$ cat config.mk
export PLATFORM = sky130hd
export DESIGN_NAME = sdspi_bus_arbiter
export DESIGN_NICKNAME = d
export VERILOG_FILES = /design/src/rtl/sdspi_bus_arbiter.sv
export SDC_FILE = /design/constraint.sdc
export NUM_CORES = 1
export LEC_CHECK = 0
export CAP_MARGIN = 25
export CORE_MARGIN = 5
export CORE_UTILIZATION = 35
export CTS_BUF_LIST = sky130_fd_sc_hd__clkbuf_4 sky130_fd_sc_hd__clkbuf_8 sky130_fd_sc_hd__clkbuf_16
export DETAILED_ROUTE_END_ITERATION = 10
export PLACE_DENSITY = 0.66
export SYNTH_ARGS = -nofsm -noshare
export SYNTH_HDL_FRONTEND = slang
export SYNTH_SLANG_ARGS = --single-unit
$ cat constraint.sdc
create_clock -name clk -period 5.7 [get_ports clk]
set_input_delay 1.71 -clock clk [delete_from_list [all_inputs] [get_ports clk]]
set_output_delay 1.71 -clock clk [all_outputs]
set_load 0.05 [all_outputs]
$ cat src/rtl/sdspi_bus_arbiter.sv
// Shares one SD card between several SPI masters. Round-robin grant with an
// idle-bus guard interval before every grant and after every release.
module sdspi_bus_arbiter #(
  parameter int N_MASTERS    = 2,
  parameter int GUARD_CYCLES = 16,
  parameter int CNT_W        = 32
) (
  input  logic                         clk,
  input  logic                         rst,
  input  logic [N_MASTERS-1:0]         req,
  input  logic [N_MASTERS-1:0]         cs_m,
  input  logic [N_MASTERS-1:0]         sclk_m,
  input  logic [N_MASTERS-1:0]         mosi_m,
  input  logic                         force_en,
  input  logic [$clog2(N_MASTERS)-1:0] force_sel,
  output logic [N_MASTERS-1:0]         grant,
  output logic [$clog2(N_MASTERS)-1:0] owner,
  output logic                         busy,
  output logic                         cs,
  output logic                         sclk,
  output logic                         mosi,
  output logic [CNT_W-1:0]             handovers
);

  localparam int SEL_W = $clog2(N_MASTERS);
  localparam logic [7:0] GUARD_INIT = 8'(GUARD_CYCLES);
  localparam logic [SEL_W-1:0] LAST_IDX = SEL_W'(N_MASTERS - 1);

  typedef enum logic [1:0] {IDLE, GUARD, OWNED, RELEASE} state_e;

  state_e                 state_q, state_d;
  logic [SEL_W-1:0]       owner_q, owner_d;
  logic [SEL_W-1:0]       cand_q, cand_d;
  logic [N_MASTERS-1:0]   grant_q, grant_d;
  logic [7:0]             cnt_q, cnt_d;
  logic [CNT_W-1:0]       handovers_q, handovers_d;
  logic                   cs_q, cs_d, sclk_q, sclk_d, mosi_q, mosi_d;

  logic [N_MASTERS-1:0]   elig;
  logic [SEL_W-1:0]       pick, probe;
  logic                   pick_vld;

  // An out-of-range forced index leaves nobody eligible.
  always_comb begin : eligibility
    elig = '0;
    if (!force_en)
      elig = req;
    else if (32'(force_sel) < N_MASTERS)
      elig[force_sel] = req[force_sel];
  end

  // Search starts just after the last owner; reset owner is the top index,
  // so the first search after reset starts at master 0.
  always_comb begin : rr_search
    pick     = '0;
    pick_vld = 1'b0;
    probe    = '0;
    for (int i = 0; i < N_MASTERS; i++) begin
      probe = SEL_W'((int'(owner_q) + 1 + i) % N_MASTERS);
      if (!pick_vld && elig[probe]) begin
        pick     = probe;
        pick_vld = 1'b1;
      end
    end
  end

  always_comb begin : next_state
    // NOTE: every signal gets a default before the case so no latch is inferred.
    state_d     = state_q;
    owner_d     = owner_q;
    cand_d      = cand_q;
    grant_d     = grant_q;
    cnt_d       = cnt_q;
    handovers_d = handovers_q;
    case (state_q)
      IDLE: begin
        if (pick_vld) begin
          cand_d  = pick;
          cnt_d   = GUARD_INIT;
          state_d = GUARD;
        end
      end
      GUARD: begin
        if (!req[cand_q]) begin
          cnt_d   = '0;
          state_d = IDLE;
        end else if (cnt_q <= 8'd1) begin
          cnt_d          = '0;
          grant_d        = '0;
          grant_d[cand_q] = 1'b1;
          owner_d        = cand_q;
          handovers_d    = handovers_q + CNT_W'(1);
          state_d        = OWNED;
        end else begin
          cnt_d = cnt_q - 8'd1;
        end
      end
      OWNED: begin
        if (!req[owner_q]) begin
          grant_d = '0;
          cnt_d   = GUARD_INIT;
          state_d = RELEASE;
        end
      end
      RELEASE: begin
        if (cnt_q <= 8'd1) begin
          cnt_d   = '0;
          state_d = IDLE;
        end else begin
          cnt_d = cnt_q - 8'd1;
        end
      end
      default: state_d = IDLE;
    endcase

    // Bus outputs are registered against the next state, so they switch on
    // the same edge as grant and trail the owner's pins by one clock.
    if (state_d == OWNED) begin
      cs_d   = cs_m[owner_d];
      sclk_d = sclk_m[owner_d];
      mosi_d = mosi_m[owner_d];
    end else begin
      cs_d   = 1'b1;
      sclk_d = 1'b0;
      mosi_d = 1'b1;
    end
  end

  // NOTE: sequential state uses non-blocking assignments only.
  always_ff @(posedge clk or negedge rst) begin
    if (!rst) begin
      state_q     <= IDLE;
      owner_q     <= LAST_IDX;
      cand_q      <= '0;
      grant_q     <= '0;
      cnt_q       <= '0;
      handovers_q <= '0;
      cs_q        <= 1'b1;
      sclk_q      <= 1'b0;
      mosi_q      <= 1'b1;
    end else begin
      state_q     <= state_d;
      owner_q     <= owner_d;
      cand_q      <= cand_d;
      grant_q     <= grant_d;
      cnt_q       <= cnt_d;
      handovers_q <= handovers_d;
      cs_q        <= cs_d;
      sclk_q      <= sclk_d;
      mosi_q      <= mosi_d;
    end
  end

  assign grant     = grant_q;
  assign owner     = owner_q;
  assign busy      = (state_q != IDLE);
  assign cs        = cs_q;
  assign sclk      = sclk_q;
  assign mosi      = mosi_q;
  assign handovers = handovers_q;

endmodule

==> summary.md <==
| Metric | Value |
|---|---|
| Wire length per cell | 14.2 um |
| DRT Wirelength | 5020 um |
| Power Internal | 0.000694 W |
| Fmax | 277 MHz |
| GR Overflow Total | 0 |
| WHS | 0.466 ns |
| WP data arrival | 3.79 ns |
| Post-route core utilization | 46.1% |
| Cell chain of the critical path | clkdlybuf4s50_1, mux2_2, o211ai_1, o21ai_0, a21o_1 |
| Antenna viol nets, final | 0 |
| Vias in the first global route | 1849 |
| Initial Util | 35.4% |
| Part of the power in combinational logic | 36.0% |
| Largest net degree at the start of global routing | 50 |
| Yosys top cell area share | 48.7% |
| Worst-skew pair later-pin latency | 0.30 ns |
| Final Slew Violations | 0 |
| Rel. slew slack | 32.5% |
| First-pass GRT wire length | 8590 um |
| DR pass1 iterations | 4 |
| Worst IR drop on VDD | 0.211 mV |
| GPL Wtd Cong | 0.796 |
| Worst-Margin Slew | 1.00 ns |
| Die ar. | 0.00850 mm^2 |
| Hold endpoint | handovers[31] |
| I/O pins | 51 |
| WP data required | 5.89 ns |
| Final nets | 289 |
| Hold-critical path depth | 1 |
| Sw Ratio | 38.0% |
| Place WS | 1.79 ns |
| Syn nets | 232 |
| Status | complete, no violations |
| Worst path max stage delay | 0.77 ns |
| Routed vias/inst | 5.16 |
| Max Cap Violations | 0 |
| DR vias | 1832 |
| Die height | 92.2 um |
| Clock buffer depth | 2 |
| Post-synth top area cell | dfrtp_1 |
| Worst R2R Path Depth | 6 |
| Antenna cells | 0 |
| Worst-path clk slew | 0.09 ns |
| Crit share post-route | 63.2% |
| Synth top cells by count | 46 x dfrtp_1, 25 x nand2_1, 24 x xnor2_1, 14 x nand3_1 |
| Clock power share | 22.6% |
| Hold_sp | handovers[31] |
| Fillers | 629 |
| Multi-input logic area | 0.00110 mm^2 |
| Crit Path Max Fanout | 14 |
| Mapped Area | 0.00236 mm^2 |
| Port bufs | 50 |
| Main flop type after synthesis | dfrtp_1 |
| Final setup fails | 0 |
| Cts bufs inserted | 5 |
| CTS root buf | clkbuf_8 |
| Post CTS Setup Buffer Count | 0 |
| Initial antenna violation count | 0 |
| Final worst setup slack | 2.10 ns |
| Crit path kind | input pin to register |
| Initial DRC Count | 65 |
| Leakage | 1.33 nW |
| Unrepaired setup endpoints after global routing | false |
| Register area share after synthesis | 52.0% |
| H-tree depth | 2 |
| Most common cell in the netlist | dfrtp_1 |
| Hold_buf cts | 0 |
| Syn avg cell area | 10.9 um^2 |
| Pwr Density | 364 mW/mm^2 |
| Critical path's slowest cell | o211ai_1 |
| Flops & latches, synth | 49 |
| Type of origin of the critical path | input pin |
| Cell variety after synth | 42 |
| Die width | 92.2 um |
| Worst R2R Start | cnt_q[0] |
| Final Hold Viols | 0 |
| Total GRT Usage | 12.4% |
| Post-DP HPWL | 3610 um |
| Rows | 30 |
| Layout cells sized above 1 | 10.5% |
| Switching power | 0.000426 W |
| CTS Sinks | 49 |
| Clock Skews | 0.0131 ns |
| CTS resizes | 0 |
| Worst R2R Setup Slack | 3.44 ns |
| Total negative slack | 0 ns |
| CTS tree | yes |
| DRC Markers | 0 |
| Sequential share of power | 41.4% |
| Sequential Area | 0.00123 mm^2 |
| Post-synth EDFFs | 0 |
| Final Critical Period | 3.60 ns |
| Synth area leaders | dfrtp_1 49%, xnor2_1 8.9%, nand2_1 4.0%, dfstp_2 3.3%, nand3_1 3.0% |
| Hold WC Path Type | register to register |
| Reg-to-reg critical path endpoint | cnt_q[4] |
| Yosys warnings | 0 |
| Synth Instances | 217 |
| Core Area | 0.00668 mm^2 |
| Area delta synth->final | 30.2% |
| Crit path capture type | register |
| Async SR Flop Fraction | 100% |
[power groups by stage]
stage	sequential, W	combinational (W)	clock, W
after floorplan	0.000535	0.000219	0
after global placement	0.000469	0.000398	0
after detailed placement	0.000470	0.000405	0
after CTS	0.000464	0.000406	0.000261
after global routing	0.000475	0.000446	0.000273
final	0.000464	0.000403	0.000253
[logic make-up (layout without fill, tap and decap cells)]
group | count (synthesis) | count (layout) | synth area share (%)
AND/OR/NAND/NOR | 89 | 89 | 22.1
multiplexers | 5 | 5 | 2.28
flip-flops | 49 | 49 | 52.0
AO/OA/AOI/OAI | 32 | 32 | 9.26
XOR/XNOR | 31 | 31 | 11.5
buffers and inverters | 8 | 66 | 1.32
adder cells (fa/ha/maj) | 3 | 3 | 1.59
[flip-flops by register name, indices dropped and copies added (netlist names)]
| signal | cells |
|---|---|
| cnt_q | 8 |
| handovers | 32 |
| grant | 2 |
| mosi | 1 |
| sclk | 1 |
| cs | 1 |
| owner | 1 |
| state_q | 2 |
| cand_q | 1 |
[per-layer routing]
layer	up-vias	global-route usage [%]	share of wire, %
met3	4	3.28	5.6
li1	886	-	-
met2	48	21.0	48
met1	894	15.6	46
met4	0	3.71	0.96
met5	-	0	0
[cell usage in the layout (no fill, tap or decap), drive strengths merged, types with 2 or more instances in the layout]
cell and n:
clkdlybuf4s50 49, dfrtp 46, nand2 25, xnor2 24, nand3 14, nor3 9, nand4 8, inv 7
nor2 7, o21ai 7, xor2 7, clkbuf 6, a21oi 5, and3 5, nor4 5, a21o 4
mux2 3, o22ai 3, nor3b 3, ha 3, dfstp 3, or3 3, or2 2, o211ai 2
a2bb2oi 2, nor2b 2, o22a 2, mux2i 2, a22o 2, and4 2, and2 2, buf 2
[layout make-up]
class                      count  area share (%)
sequential                    49            40.0
multi-input combinational    160            35.9
timing repair buffer          51            16.3
tap                           80            3.25
clock buffer                   6            2.48
clock inverter                 2            1.26
inverter                       7           0.854
[worst max-delay path by stage]
stage                       from             to  slack, ns
after floorplan           req[1]  handovers[16]       2.81
after global placement    req[1]       cnt_q[7]       1.90
after detailed placement  req[1]       cnt_q[3]       1.79
after CTS                 req[1]       cnt_q[7]       2.11
after global routing      req[1]       cnt_q[7]       1.84
final                     req[1]       cnt_q[7]       2.10
[stage by stage]
stage / power (W) / instances / instance area [um^2]
floorplan: 0.000754 / 217 / 2360
global placement: 0.000866 / 347 / 2960
detailed placement: 0.000875 / 347 / 2960
CTS: 0.00113 / 355 / 3080
global route: 0.00119 / 355 / 3080
finish: 0.00112 / 355 / 3080
[worst max-delay path: cells and delay by family]
family                 cells  cell delay [ns]
muxes                      1             0.35
buffers and inverters      1             0.52
AOI/OAI and AO/OA          3             1.21
(Power assumes the default switching activity.)
